**src/rtl/seq_pattern_tx.sv**
```systemverilog
// Serial bit-pattern transmitter: shifts a captured pattern out MSB-first, one bit
// per TICK_DIV clocks, with a per-bit strobe, optional gapless repeat and abort.
module seq_pattern_tx #(
    parameter int MAX_LEN  = 8,
    parameter int LEN_BITS = 4,
    parameter int TICK_DIV = 1
) (
    input  logic                clock_i,
    input  logic                reset_i,
    input  logic                start_i,
    input  logic [MAX_LEN-1:0]  pattern_i,
    input  logic [LEN_BITS-1:0] length_i,
    input  logic                repeat_en_i,
    input  logic                abort_i,
    output logic                w_out_o,
    output logic                bit_strobe_o,
    output logic                busy_o,
    output logic                done_o,
    output logic [1:0]          state_o
);

    localparam int DIV_W = $clog2(TICK_DIV + 1);
    localparam logic [DIV_W-1:0]    DIV_LAST  = DIV_W'(TICK_DIV - 1);
    localparam logic [LEN_BITS-1:0] MAX_LEN_L = LEN_BITS'(MAX_LEN);
    localparam logic [LEN_BITS-1:0] ONE_L     = LEN_BITS'(1);

    typedef enum logic [1:0] {
        IDLE  = 2'b00,
        LOAD  = 2'b01,
        SHIFT = 2'b10,
        DONE  = 2'b11
    } state_t;

    state_t                state_q, state_d;
    logic [MAX_LEN-1:0]    shreg_q, shreg_d;
    logic [MAX_LEN-1:0]    cap_pat_q, cap_pat_d;
    logic [LEN_BITS-1:0]   cap_len_q, cap_len_d;
    logic [LEN_BITS-1:0]   cnt_q, cnt_d;
    logic [DIV_W-1:0]      div_q, div_d;
    logic [MAX_LEN-1:0]    loaded;
    logic                  tick;

    always_ff @(posedge clock_i or posedge reset_i) begin
        if (reset_i) begin
            state_q   <= IDLE;
            shreg_q   <= '0;
            cap_pat_q <= '0;
            cap_len_q <= '0;
            cnt_q     <= '0;
            div_q     <= '0;
        end else begin
            state_q   <= state_d;
            shreg_q   <= shreg_d;
            cap_pat_q <= cap_pat_d;
            cap_len_q <= cap_len_d;
            cnt_q     <= cnt_d;
            div_q     <= div_d;
        end
    end

    // Left-align the captured pattern so its first bit sits at the MSB.
    assign loaded = cap_pat_q << (MAX_LEN_L - cap_len_q);
    assign tick   = (div_q == DIV_LAST);

    always_comb begin
        state_d      = state_q;
        shreg_d      = shreg_q;
        cap_pat_d    = cap_pat_q;
        cap_len_d    = cap_len_q;
        cnt_d        = cnt_q;
        div_d        = div_q;
        w_out_o      = 1'b0;
        bit_strobe_o = 1'b0;
        done_o       = 1'b0;

        case (state_q)
            IDLE: begin
                if (start_i && (length_i != '0)) begin
                    cap_pat_d = pattern_i;
                    cap_len_d = (length_i > MAX_LEN_L) ? MAX_LEN_L : length_i;
                    state_d   = LOAD;
                end
            end
            LOAD: begin
                shreg_d = loaded;
                cnt_d   = cap_len_q;
                div_d   = '0;
                state_d = SHIFT;
            end
            SHIFT: begin
                w_out_o = shreg_q[MAX_LEN-1];
                if (tick) begin
                    bit_strobe_o = 1'b1;
                    div_d        = '0;
                    if (cnt_q == ONE_L) begin
                        if (repeat_en_i) begin
                            shreg_d = loaded;
                            cnt_d   = cap_len_q;
                        end else begin
                            state_d = DONE;
                        end
                    end else begin
                        shreg_d = shreg_q << 1;
                        cnt_d   = cnt_q - ONE_L;
                    end
                end else begin
                    div_d = div_q + DIV_W'(1);
                end
            end
            DONE: begin
                done_o  = 1'b1;
                state_d = IDLE;
            end
            default: state_d = IDLE;
        endcase

        // Cancel wins over everything, including a strobe or done in this cycle.
        if (abort_i) begin
            state_d      = IDLE;
            bit_strobe_o = 1'b0;
            done_o       = 1'b0;
        end
    end

    assign busy_o  = (state_q != IDLE);
    assign state_o = state_q;

endmodule

```
**config.mk**
```make
export PLATFORM = sky130hd
export DESIGN_NAME = seq_pattern_tx
export DESIGN_NICKNAME = d
export VERILOG_FILES = /design/src/rtl/seq_pattern_tx.sv
export SDC_FILE = /design/constraint.sdc
export NUM_CORES = 1
export LEC_CHECK = 0
export ABC_AREA = 0
export BUFFER_PORTS_ARGS = -buffer_cell sky130_fd_sc_hd__buf_2
export CORE_ASPECT_RATIO = 0.6
export CORE_MARGIN = 1
export CORE_UTILIZATION = 56
export CTS_CLUSTER_DIAMETER = 30
export DETAILED_ROUTE_END_ITERATION = 8
export HOLD_SLACK_MARGIN = 0.03
export PLACE_DENSITY = 0.85
export SYNTH_ARGS = -nofsm -noshare
export SYNTH_HDL_FRONTEND = slang
export SYNTH_SLANG_ARGS = --single-unit
```
**constraint.sdc**
```tcl
create_clock -name clock_i -period 2.4 [get_ports clock_i]
set_input_delay 0.24 -clock clock_i [delete_from_list [all_inputs] [get_ports clock_i]]
set_output_delay 0.24 -clock clock_i [all_outputs]
set_load 0.01 [all_outputs]
```
==> flow_summary.toml <==
[status]
outcome = "finished clean"

[worst_hold_path]
min_path_cells = 2
timing.hold.worst.start = "pattern_i[2]"
holdCritPathClass = "input port to register"
min_to = "cap_pat_q[2]$_DFFE_PP0P_"

[yosys]
synthesis.instances = 160
synth.area.mux_share_pct = 14.47
ys_warn_count = 0
synthesized_area_fraction_occupied_by_ao_oa_aoi_and_oai_cells_pct = 16.14
synth_area_leaders = "sky130_fd_sc_hd__dfrtp_1, sky130_fd_sc_hd__mux2_2, sky130_fd_sc_hd__mux2i_1"
postSynthAreaPerCell_um2 = 9.838
yosysTopAreaCell = "sky130_fd_sc_hd__dfrtp_1"
synth_seq_cells = 26
yosys.cell_types.count = 36
nets_in_the_synthesized_netlist = 184
netlist.area_leader.share_pct = 41.34
synth_area_mm2 = 0.001574
synth_top_family_by_area = "compound AO/OA/AOI/OAI gates"
adder_cell_share_of_the_synthesized_area_pct = 5.564
parity_gate_share_of_the_synthesized_area_counting_xor_and_xnor_cells_pct = 2.146
yosys.area_share.simple_pct = 15.42
synth-seq-area-share_pct = 41.34

[setup_path]
timing.setup.critical_path_class = "register to register"
crit_arrival_ns = 2.16
rr_endpoint = "shreg_q[7]$_DFFE_PP0P_"
reg2reg_from = "cap_len_q[0]$_DFFE_PP0P_"
crit_path_start_kind = "register"
r2r_setup_slack_ns = 0.39
critical_path.startpoint = "cap_len_q[0]$_DFFE_PP0P_"
critical_path_required_ns = 2.54
critPathMaxFanout = 5
rr_worst_depth = 6
critical_path.endpoint_type = "register"

[sta]
setup_viol_count_final = 0
min_period_ns = 2.011
worst_case_clock_skew_ns = 0.009288
total_count_of_hold_check_failures_in_the_final_report = 0
layout_setup_ws_ns = 0.3886
report.final.slew_viol_count = 0
finalCritPeriodShare_pct = 83.81
slew_headroom_pct = 60.43
timing.setup.tns_ns = 0
rsz0062_at_grt = "no"
finalHoldWorstSlack_ns = 0.1821
fmaxAchievable_ghz = 0.4972
worst_pin_slew_ns = 0.5873

[placement]
buffer_ports.inserted = 22
dpl.hpwl_um = 2554
post-place-ws_ns = 0.4120
gp_routability_congestion = 0.8705

[flow_run]
maxCapViolations = 0

[clock_tree]
cts.path.max_buffers = 2
root_buffer = "sky130_fd_sc_hd__clkbuf_8"
clk_slew_on_worst_s_h_paths_ns = 0.09
post_cts_resized = 0
cts_sinks = 26
cts_buffers = 3
clk_latency_ns = 0.28
tritoncts_clock_tree = "done"
htree_levels = 1

[finish]
insertedDiodeCount = 0
syn_to_final_growth_pct = 14.07
n_fill_cell = 197
sequential_cell_area_um2 = 650.6
postLayoutCoreUtil_pct = 69.73
multi_input_gate_area_in_the_final_layout_um2 = 845.8
num-nets-final = 210
drive_above_1_share_pct = 23.78

[route]
drt-pass1-iter-count = 7
drt_first_iter_violations = 70
post_drt_via_cell_ratio = 5.816
num_vias = 1262
route.detailed.wl_per_inst_um = 15.11
detail-route-antenna-nets = 0
post-route-drc-count = 0
wl_um = 3279

[die]
ioPinCount = 23
core_area_mm2 = 0.002575
fp.dieH_um = 43.07
placementRows = 14
die_area_mm2 = 0.003034
die_width_um = 70.45
initial_core_utilization_pct = 61.13

[global_route]
grt_start_max_net_pins = 27
antenna_found_initial = 0
groute.usage.overall_pct = 24.92
first_global_vias = 1222
grt_pass1_wl_um = 5644
grt.overflow.total = 0

[pwr]
static-leakage-power_nw = 0.8322
power-per-cell-area_mw_per_mm2 = 1545
power.ir.vdd_worst_uv = 842.2
[worst max-delay path, cell delays in order, from the launching register on]
cell and delay, ns:
sky130_fd_sc_hd__dfrtp_1 0.39, sky130_fd_sc_hd__inv_1 0.12, sky130_fd_sc_hd__ha_1 0.24, sky130_fd_sc_hd__xor2_2 0.27
sky130_fd_sc_hd__mux4_1 0.62, sky130_fd_sc_hd__mux2i_1 0.17, sky130_fd_sc_hd__o21ai_1 0.07
[report_power, final]
part	switching, mW	internal, mW
Combinational	0.866	0.697
Clock	0.146	0.224
Sequential	0.198	0.644
[worst max-delay path by stage]
stage | to | slack [ns] | depth (start not counted)
3_5_place_dp | shreg_q[7]$_DFFE_PP0P_ | 0.41 | 6
3_3_place_gp | shreg_q[7]$_DFFE_PP0P_ | 0.49 | 6
4_1_cts | shreg_q[7]$_DFFE_PP0P_ | 0.39 | 6
6_report | shreg_q[7]$_DFFE_PP0P_ | 0.39 | 6
5_1_grt | shreg_q[5]$_DFFE_PP0P_ | 0.26 | 5
2_1_floorplan | shreg_q[7]$_DFFE_PP0P_ | 0.37 | 7
[per-layer routing]
layer	vias up	GRT usage, %	routed length, um
met5	-	0	0
met4	0	10.80	76
met3	10	7.126	242
met2	42	36.00	1374
met1	588	34.97	1586
li1	622	-	-
[registers in the layout, indices dropped and copies added, names as in the netlist]
register   cells
cap_pat_q      8
cnt_q          4
shreg_q        8
state_o        2
cap_len_q      4
[synth_stat cells, drive strengths merged]
cell type  instances
nand2             15
o21ai             15
xnor2              2
a22oi              7
o41a               1
nor3               4
a21oi              8
inv               10
and2               2
a21o               1
o311ai             1
nand3              5
nor2b              4
o2bb2ai            1
o31ai              3
mux2               9
nand2b             6
nor2               8
ha                 7
and3               2
xor2               1
o22ai              1
or4b               1
dfrtp             26
buf                5
mux4               1
a31oi              1
mux2i             10
a211oi             1
or3b               1
clkbuf             1
[cell usage in the layout, fill, tap and decap left out, types with 2 or more instances in the layout]
| cell type | instances |
|---|---|
| sky130_fd_sc_hd__nand2b_1 | 6 |
| sky130_fd_sc_hd__inv_1 | 10 |
| sky130_fd_sc_hd__dfrtp_1 | 26 |
| sky130_fd_sc_hd__o21ai_0 | 13 |
| sky130_fd_sc_hd__o21ai_1 | 2 |
| sky130_fd_sc_hd__mux2i_1 | 10 |
| sky130_fd_sc_hd__buf_2 | 22 |
| sky130_fd_sc_hd__and2_1 | 2 |
| sky130_fd_sc_hd__nand2_1 | 15 |
| sky130_fd_sc_hd__ha_1 | 7 |
| sky130_fd_sc_hd__xnor2_1 | 2 |
| sky130_fd_sc_hd__mux2_2 | 9 |
| sky130_fd_sc_hd__o31ai_1 | 3 |
| sky130_fd_sc_hd__buf_4 | 4 |
| sky130_fd_sc_hd__clkbuf_8 | 3 |
| sky130_fd_sc_hd__nor3_1 | 4 |
| sky130_fd_sc_hd__a21oi_1 | 6 |
| sky130_fd_sc_hd__nor2b_1 | 4 |
| sky130_fd_sc_hd__a21oi_2 | 2 |
| sky130_fd_sc_hd__nor2_1 | 8 |
| sky130_fd_sc_hd__a22oi_1 | 7 |
| sky130_fd_sc_hd__nand3_1 | 5 |
[area by class of cell]
| class | count | area share [%] |
|---|---|---|
| inverter | 10 | 2.091 |
| sequential | 26 | 36.24 |
| multi-input combinational | 118 | 47.11 |
| clock inverter | 1 | 1.672 |
| timing repair buffer | 27 | 8.362 |
| clock buffer | 3 | 2.300 |
| tap | 32 | 2.230 |
[timing repair]
action,CTS,global route
endpoints found under the hold margin,26,0
buffers inserted,0,0
hold buffers,1,0
[cell families after synthesis]
logic type,count (synthesis)
flops,26
buf+inv,16
mux,20
xor+xnor,3
simple gates,48
compound gates,40
fa+ha+maj,7
[metrics by stage]
stage / total power [mW] / cell area (um2) / instances
after floorplan: 2.016 / 1574 / 160
after global placement: 2.300 / 1714 / 212
after detailed placement: 2.395 / 1714 / 212
after CTS: 2.765 / 1795 / 217
after global routing: 2.994 / 1795 / 217
final: 2.774 / 1795 / 217
Note: power is estimated with default switching activity, not from simulation.
